[config.mk]
export PLATFORM = sky130hd
export DESIGN_NAME = mult_seq_ctrl
export DESIGN_NICKNAME = d
export VERILOG_FILES = /design/src/rtl/mult_seq_ctrl.sv
export SDC_FILE = /design/constraint.sdc
export NUM_CORES = 1
export LEC_CHECK = 0
export BUFFER_PORTS_ARGS = -buffer_cell sky130_fd_sc_hd__buf_2
export CORE_AREA = 2 2 41 58
export DETAILED_ROUTE_END_ITERATION = 7
export DIE_AREA = 0 0 43 60
export SYNTH_ARGS = -nofsm -noshare
export SYNTH_HDL_FRONTEND = slang
export SYNTH_SLANG_ARGS = --single-unit
[constraint.sdc]
create_clock -name Clock -period 2.4 [get_ports Clock]
set_input_delay 0.12 -clock Clock [delete_from_list [all_inputs] [get_ports Clock]]
set_output_delay 0.12 -clock Clock [all_outputs]
set_load 0.02 [all_outputs]
[src/rtl/mult_seq_ctrl.sv]
`timescale 1ns/1ps
// mult_seq_ctrl
// Control unit for a shift-add multiplier datapath (WIDTH x WIDTH -> 2*WIDTH).
// A start request loads the operands and clears the product (LOAD). The unit
// then runs exactly WIDTH shift/accumulate iterations (CALC). A one-cycle done
// pulse follows, during which the product is held (DONE).
//
// Ports:
//   Clock          system clock, rising edge
//   Reset          synchronous, active-high
//   iStart         request a multiply (sampled in IDLE/DONE only)
//   iAbort         cancel a multiply (sampled in LOAD/CALC only)
//   iB_LSB         datapath B-register bit 0, counted as "add performed"
//   oA_Sel         1 = load operand A, 0 = shifted A
//   oB_Sel         1 = load operand B, 0 = shifted B
//   oProd_Sel      1 = clear product, 0 = accumulate
//   oShift_Enable  enables A-left / B-right shifters
//   oReg_Enable    enables all datapath register updates
//   oBusy          high in LOAD and CALC
//   oDone          one-cycle completion pulse
//   oIter          current iteration index, 0 outside CALC
//   oAdds          number of iterations with iB_LSB=1, held after DONE
// All outputs are registered state or decoded from state only, so there is no
// combinational path from any input to any output.
module mult_seq_ctrl #(
    parameter int WIDTH = 32,
    localparam int CNT_W = $clog2(WIDTH)
) (
    input  logic             Clock,
    input  logic             Reset,
    input  logic             iStart,
    input  logic             iAbort,
    input  logic             iB_LSB,
    output logic             oA_Sel,
    output logic             oB_Sel,
    output logic             oProd_Sel,
    output logic             oShift_Enable,
    output logic             oReg_Enable,
    output logic             oBusy,
    output logic             oDone,
    output logic [CNT_W-1:0] oIter,
    output logic [CNT_W:0]   oAdds
);

    typedef enum logic [1:0] {
        StIdle,
        StLoad,
        StCalc,
        StDone
    } state_t;

    localparam logic [CNT_W-1:0] LastIter = CNT_W'(WIDTH - 1);

    state_t           r_state;
    state_t           w_state_next;
    logic [CNT_W-1:0] r_iter;
    logic [CNT_W-1:0] w_iter_next;
    logic [CNT_W:0]   r_adds;
    logic [CNT_W:0]   w_adds_next;

    always_ff @(posedge Clock) begin
        if (Reset) begin
            r_state <= StIdle;
            r_iter  <= '0;
            r_adds  <= '0;
        end else begin
            r_state <= w_state_next;
            r_iter  <= w_iter_next;
            r_adds  <= w_adds_next;
        end
    end

    // Next-state and counter updates
    always_comb begin
        w_state_next = r_state;
        w_iter_next  = r_iter;
        w_adds_next  = r_adds;
        unique case (r_state)
            StIdle: begin
                if (iStart) begin
                    w_state_next = StLoad;
                end
            end
            StLoad: begin
                w_adds_next  = '0;
                w_state_next = iAbort ? StIdle : StCalc;
            end
            StCalc: begin
                if (iAbort) begin
                    // Abort wins over the exit transition; partial add count is kept.
                    w_state_next = StIdle;
                    w_iter_next  = '0;
                end else begin
                    if (iB_LSB) begin
                        w_adds_next = r_adds + 1'b1;
                    end
                    if (r_iter == LastIter) begin
                        w_iter_next  = '0;
                        w_state_next = StDone;
                    end else begin
                        w_iter_next = r_iter + 1'b1;
                    end
                end
            end
            StDone: begin
                w_state_next = iStart ? StLoad : StIdle;
            end
        endcase
    end

    // Moore output decode
    always_comb begin
        oA_Sel        = 1'b0;
        oB_Sel        = 1'b0;
        oProd_Sel     = 1'b0;
        oShift_Enable = 1'b0;
        oReg_Enable   = 1'b0;
        oBusy         = 1'b0;
        oDone         = 1'b0;
        unique case (r_state)
            StIdle: begin
            end
            StLoad: begin
                oA_Sel      = 1'b1;
                oB_Sel      = 1'b1;
                oProd_Sel   = 1'b1;
                oReg_Enable = 1'b1;
                oBusy       = 1'b1;
            end
            StCalc: begin
                oShift_Enable = 1'b1;
                oReg_Enable   = 1'b1;
                oBusy         = 1'b1;
            end
            StDone: begin
                oDone = 1'b1;
            end
        endcase
    end

    assign oIter = r_iter;
    assign oAdds = r_adds;

endmodule

After elaboration in Yosys (flattened, before gate mapping) --
Index checks and enable logic that the tools add are counted.
Cells by class: add/sub/neg operators 2, eq/ne operators 8, mux-type cells 15, reduce and logical (&&, ||, !) cells 5
Operators by type and width (count):
- $mux 6 | 2
- $pmux 6 s2 | 1
- $mux 5 | 2
- $mux 2 | 4
- $pmux 2 s4 | 1
- $add 6x1->6 const B | 1
- $ne 2x2->1 const B | 3
- $add 5x1->5 const B | 1
- $eq 5x5->1 const B | 1
- $mux 1 | 5
- $eq 2x2->1 const B | 2
- $ne 3x3->1 const B | 1
- $reduce_and 3->1 | 1
- $eq 2x1->1 const B | 1
- $logic_not 2->1 | 1
- $reduce_and 2->1 | 1
- $reduce_bool 2->1 | 1
- $reduce_or 2->1 | 1
Storage, ports and cells: flip-flop bits (word level) 13, input bits 5, output and inout port bits 18, logic and storage cells 33

Logic depth before layout (Yosys ltp) --
word-level depth 4, gate-level depth with buffers 7

Least setup slack after synthesis --
Ideal clock, no wire load.
path kind reg2reg, from reg r_iter[0], in the netlist oIter[0], to reg r_iter[2], in the netlist oIter[2], data arrival time 1.898 ns, data required time 2.333 ns, setup slack 0.435 ns, stages on the path, launching flop included 7, cells stage by stage dfxtp_1 ha_1 and3_1 ha_1 or3b_4 or3b_1 a21oi_2
Between the ends: cells in the longest elaborated chain, start to end 3, elaborated cells on any way between the ends 4
RTL lines:
- from (decl) | RTL line 56 | logic [CNT_W-1:0] r_iter;
- from (signal assigned) | RTL line 68 | r_iter <= w_iter_next;
- $add 5x1->5 or $eq 5x5->1 (tied branches) | RTL line 101, 97
- $mux 5 * | RTL line 97 | if (r_iter == LastIter) begin
- $mux 5 * | RTL line 89 | if (iAbort) begin
Mark *: on every way between the ends. The rest lies on a longest branch, timed or not. A chain may end at the register's enable or synchronous reset.

Final worst setup path --
Ends and elaborated chain as after synthesis.

==> reports/results.tsv <==
stage	metric	value	unit
yosys	synth_seq_cells	13	
worst_setup_path	start_kind	flop	
global_routing	grt_usage	0.1433	
yosys	postSynthAreaPerCell	8.717	um2
cells_and_area	drive_above_1_share	0.2703	
yosys	synth-edff-count	0	
floorplanning	core	2102	um2
yosys	yosysWarningCount	0	
clock_tree	cts_tree	yes	
timing	setup_slack	0.4144	ns
place	place_congestion	0.7910	
pwr	ir_drop	379.1	uV
drt	drt_iter0_drc	11	
global_routing	grt_pass1_wl	2835	um
cells_and_area	postLayoutCoreUtil	0.4339	
worst_setup_path	cp-end-kind	flop	
floorplanning	die_x	43	um
timing	clock_skew	0.004882	ns
clock_tree	cts_hold_buf	0	
min_path	hold_class	primary input to flop	
global_routing	grt_max_degree	21	
pwr	power.leakage	0.3839	nW
yosys	yosysSeqAreaShare	0.3317	
floorplanning	dieHeight	60	um
worst_setup_path	rr_endpoint	oIter[2]$_SDFFE_PP0P_	
clock_tree	cts_setup_buffers	0	
worst_setup_path	path_class	flop to flop	
min_path	hold_end	oIter[2]$_SDFFE_PP0P_	
min_path	worstHoldPathCells	2	
global_routing	overflow	0	
yosys	syn_area	784.5	um2
drt	ant_nets	0	
drt	wl_per_cell	12.68	um
drt	num_vias	730	
yosys	yosys.area.top_type	dfxtp_1	
worst_setup_path	required	2.61	ns
cells_and_area	finalInstanceArea	912.1	um2
outcome	run_status	finished, final reports clean	
clock_tree	cts_resized	0	
worst_setup_path	r2r_slack	0.41	ns
timing	max_freq	0.5036	GHz
global_routing	grt_antenna_before_repair	0	
drt	remaining_drc_errors	0	
yosys	synth_fp_nets	102	
timing	worst_slew_pin_slew	0.2225	ns
clock_tree	clock-sinks	13	
floorplanning	row_count	20	
place	place_ws	0.4435	ns
yosys	async_flop_share	0	
cells_and_area	fin_nets	124	
clock_tree	clk_latency	0.27	ns
timing	setup_viol	0	
cells_and_area	synthToLayoutAreaGrowth	16.27	%
clock_tree	cts_root_buf	clkbuf_4	
worst_setup_path	timing.rr.start	oIter[0]$_SDFFE_PP0P_	
drt	wl	1687	um
timing	min_period	1.986	ns
clock_tree	clockBufferDepth	2	
yosys	yosysTopAreaCellShare	0.3317	
timing	drv_slew	0	
pwr	p_per_area	631.6	nW/um2
place	io_buffer_count	22	
timing	timing.final.crit_share	0.8273	
timing	rsz0062_at_grt	no	
floorplanning	start_util	0.3732	
worst_setup_path	critPathMaxFanout	5	
worst_setup_path	reg2regPathDepth	6	
timing	hold_violations	0	
timing	setup_tns	0	ns
yosys	synth.area.top_cells	dfxtp_1 33%, ha_1 11%, a21oi_1 6.4%	
yosys	yosys-top-cells-count	13 x dfxtp_1, 10 x a21oi_1, 7 x ha_1, 7 x nand2b_1	
worst_setup_path	arrival	2.19	ns
timing	relSlewSlack	0.8493	
clock_tree	path_clk_slew	0.08	ns
yosys	yosysMostFrequentCell	dfxtp_1	
yosys	ys.flop_type	dfxtp_1	
global_routing	grt_pass1_vias	650	
clock_tree	cts_buffers	3	
clock_tree	cts_max_level	1	
run	max-cap-violations	0	
cells_and_area	n_antenna_cell	0	
drt	dr.pass1.iters	3	
yosys	syn_inst	90	
floorplanning	ios	23	
yosys	synth_cell_type_count	30	
floorplanning	die-area	2580	um2
min_path	min_from	Reset	
place	hpwl	1259	um
drt	via_per_inst	5.489	
place	dpl-instance-area	885.9	um2
-- worst max-delay path by stage --
stage,from,endpoint,depth (start not counted)
2_1_floorplan,oIter[0]$_SDFFE_PP0P_,oIter[2]$_SDFFE_PP0P_,6
3_3_place_gp,oIter[0]$_SDFFE_PP0P_,oIter[2]$_SDFFE_PP0P_,6
3_5_place_dp,oIter[0]$_SDFFE_PP0P_,oIter[2]$_SDFFE_PP0P_,6
4_1_cts,oIter[0]$_SDFFE_PP0P_,oIter[2]$_SDFFE_PP0P_,6
5_1_grt,oIter[0]$_SDFFE_PP0P_,oIter[2]$_SDFFE_PP0P_,6
6_report,oIter[0]$_SDFFE_PP0P_,oIter[2]$_SDFFE_PP0P_,6
-- power by group --
| part | leakage [nW] | internal (mW) | total [mW] | switching, mW |
|---|---|---|---|---|
| logic | 0.264 | 0.0715 | 0.199 | 0.127 |
| clock network | 0.0150 | 0.0643 | 0.135 | 0.0705 |
| registers | 0.105 | 0.228 | 0.243 | 0.0149 |
| total | 0.384 | 0.364 | 0.576 | 0.212 |
-- layout by cell type (no fill, tap or decap) --
| cell type | n |
|---|---|
| buf_2 | 22 |
| dfxtp_1 | 13 |
| a21oi_1 | 10 |
| nand2b_1 | 7 |
| ha_1 | 7 |
| nand3b_1 | 6 |
| nand3_1 | 6 |
| inv_1 | 4 |
| nand2_1 | 4 |
| or3_1 | 3 |
| a31oi_1 | 3 |
| clkbuf_4 | 3 |
| o21ai_0 | 2 |
| a211oi_1 | 2 |
| o31ai_1 | 2 |
| or4_1 | 2 |
| nor2_1 | 2 |
| and3_1 | 1 |
| a311oi_1 | 1 |
| o31a_1 | 1 |
| or3b_4 | 1 |
| and2b_2 | 1 |
| nor2b_1 | 1 |
| or3b_1 | 1 |
| a21oi_2 | 1 |
| mux2_2 | 1 |
| nand4_1 | 1 |
| o311ai_1 | 1 |
| clkbuf_1 | 1 |
| buf_4 | 1 |
-- cell families (layout without fill, tap and decap cells) --
logic type	count (synthesis)	after routing	share of synthesized area
adders and majority gates	7	7	0.1116
buffers and inverters	10	31	0.07494
and+or+nand+nor	36	36	0.2839
AOI/OAI and AO/OA	23	23	0.1834
DFF	13	13	0.3317
muxes	1	1	0.01435
-- registers in the layout, indices dropped and copies added, names as in the netlist --
name     cells
oIter        5
oAdds        6
r_state      2
-- worst max-delay path: stages, from the launching register on --
cell and delay [ns]:
dfxtp_1 0.35, ha_1 0.22, and3_1 0.18, ha_1 0.21, or3b_4 0.41, or3b_1 0.40, a21oi_2 0.14
-- layout make-up --
class / count / area, um2
Sequential cell: 13 / 260.3
Timing Repair Buffer: 23 / 117.6
Inverter: 4 / 15.01
Tap cell: 22 / 27.53
Multi-Input combinational cell: 67 / 465.4
Fill cell: 234 / 1190
Clock buffer: 4 / 26.28
-- per-layer routing --
metal  part of all wire  track usage  vias up  wire length (um)
met5                  0            0        -                 0
li1                   -            -      371                 -
met1               0.45       0.1786      345               758
met3              0.038      0.02115        2                64
met4             0.0071      0.06494        0                12
met2               0.50       0.2424       12               851
-- through the flow --
| stage | total power [mW] | hold slack, ns | std cells |
|---|---|---|---|
| floorplan | 0.4122 | 0.1921 | 90 |
| global placement | 0.4466 | 0.4553 | 129 |
| detailed placement | 0.4472 | 0.4574 | 129 |
| CTS | 0.5821 | 0.1720 | 133 |
| global route | 0.6092 | 0.1880 | 133 |
| finish | 0.5761 | 0.1670 | 133 |
(Power assumes the default switching activity.)
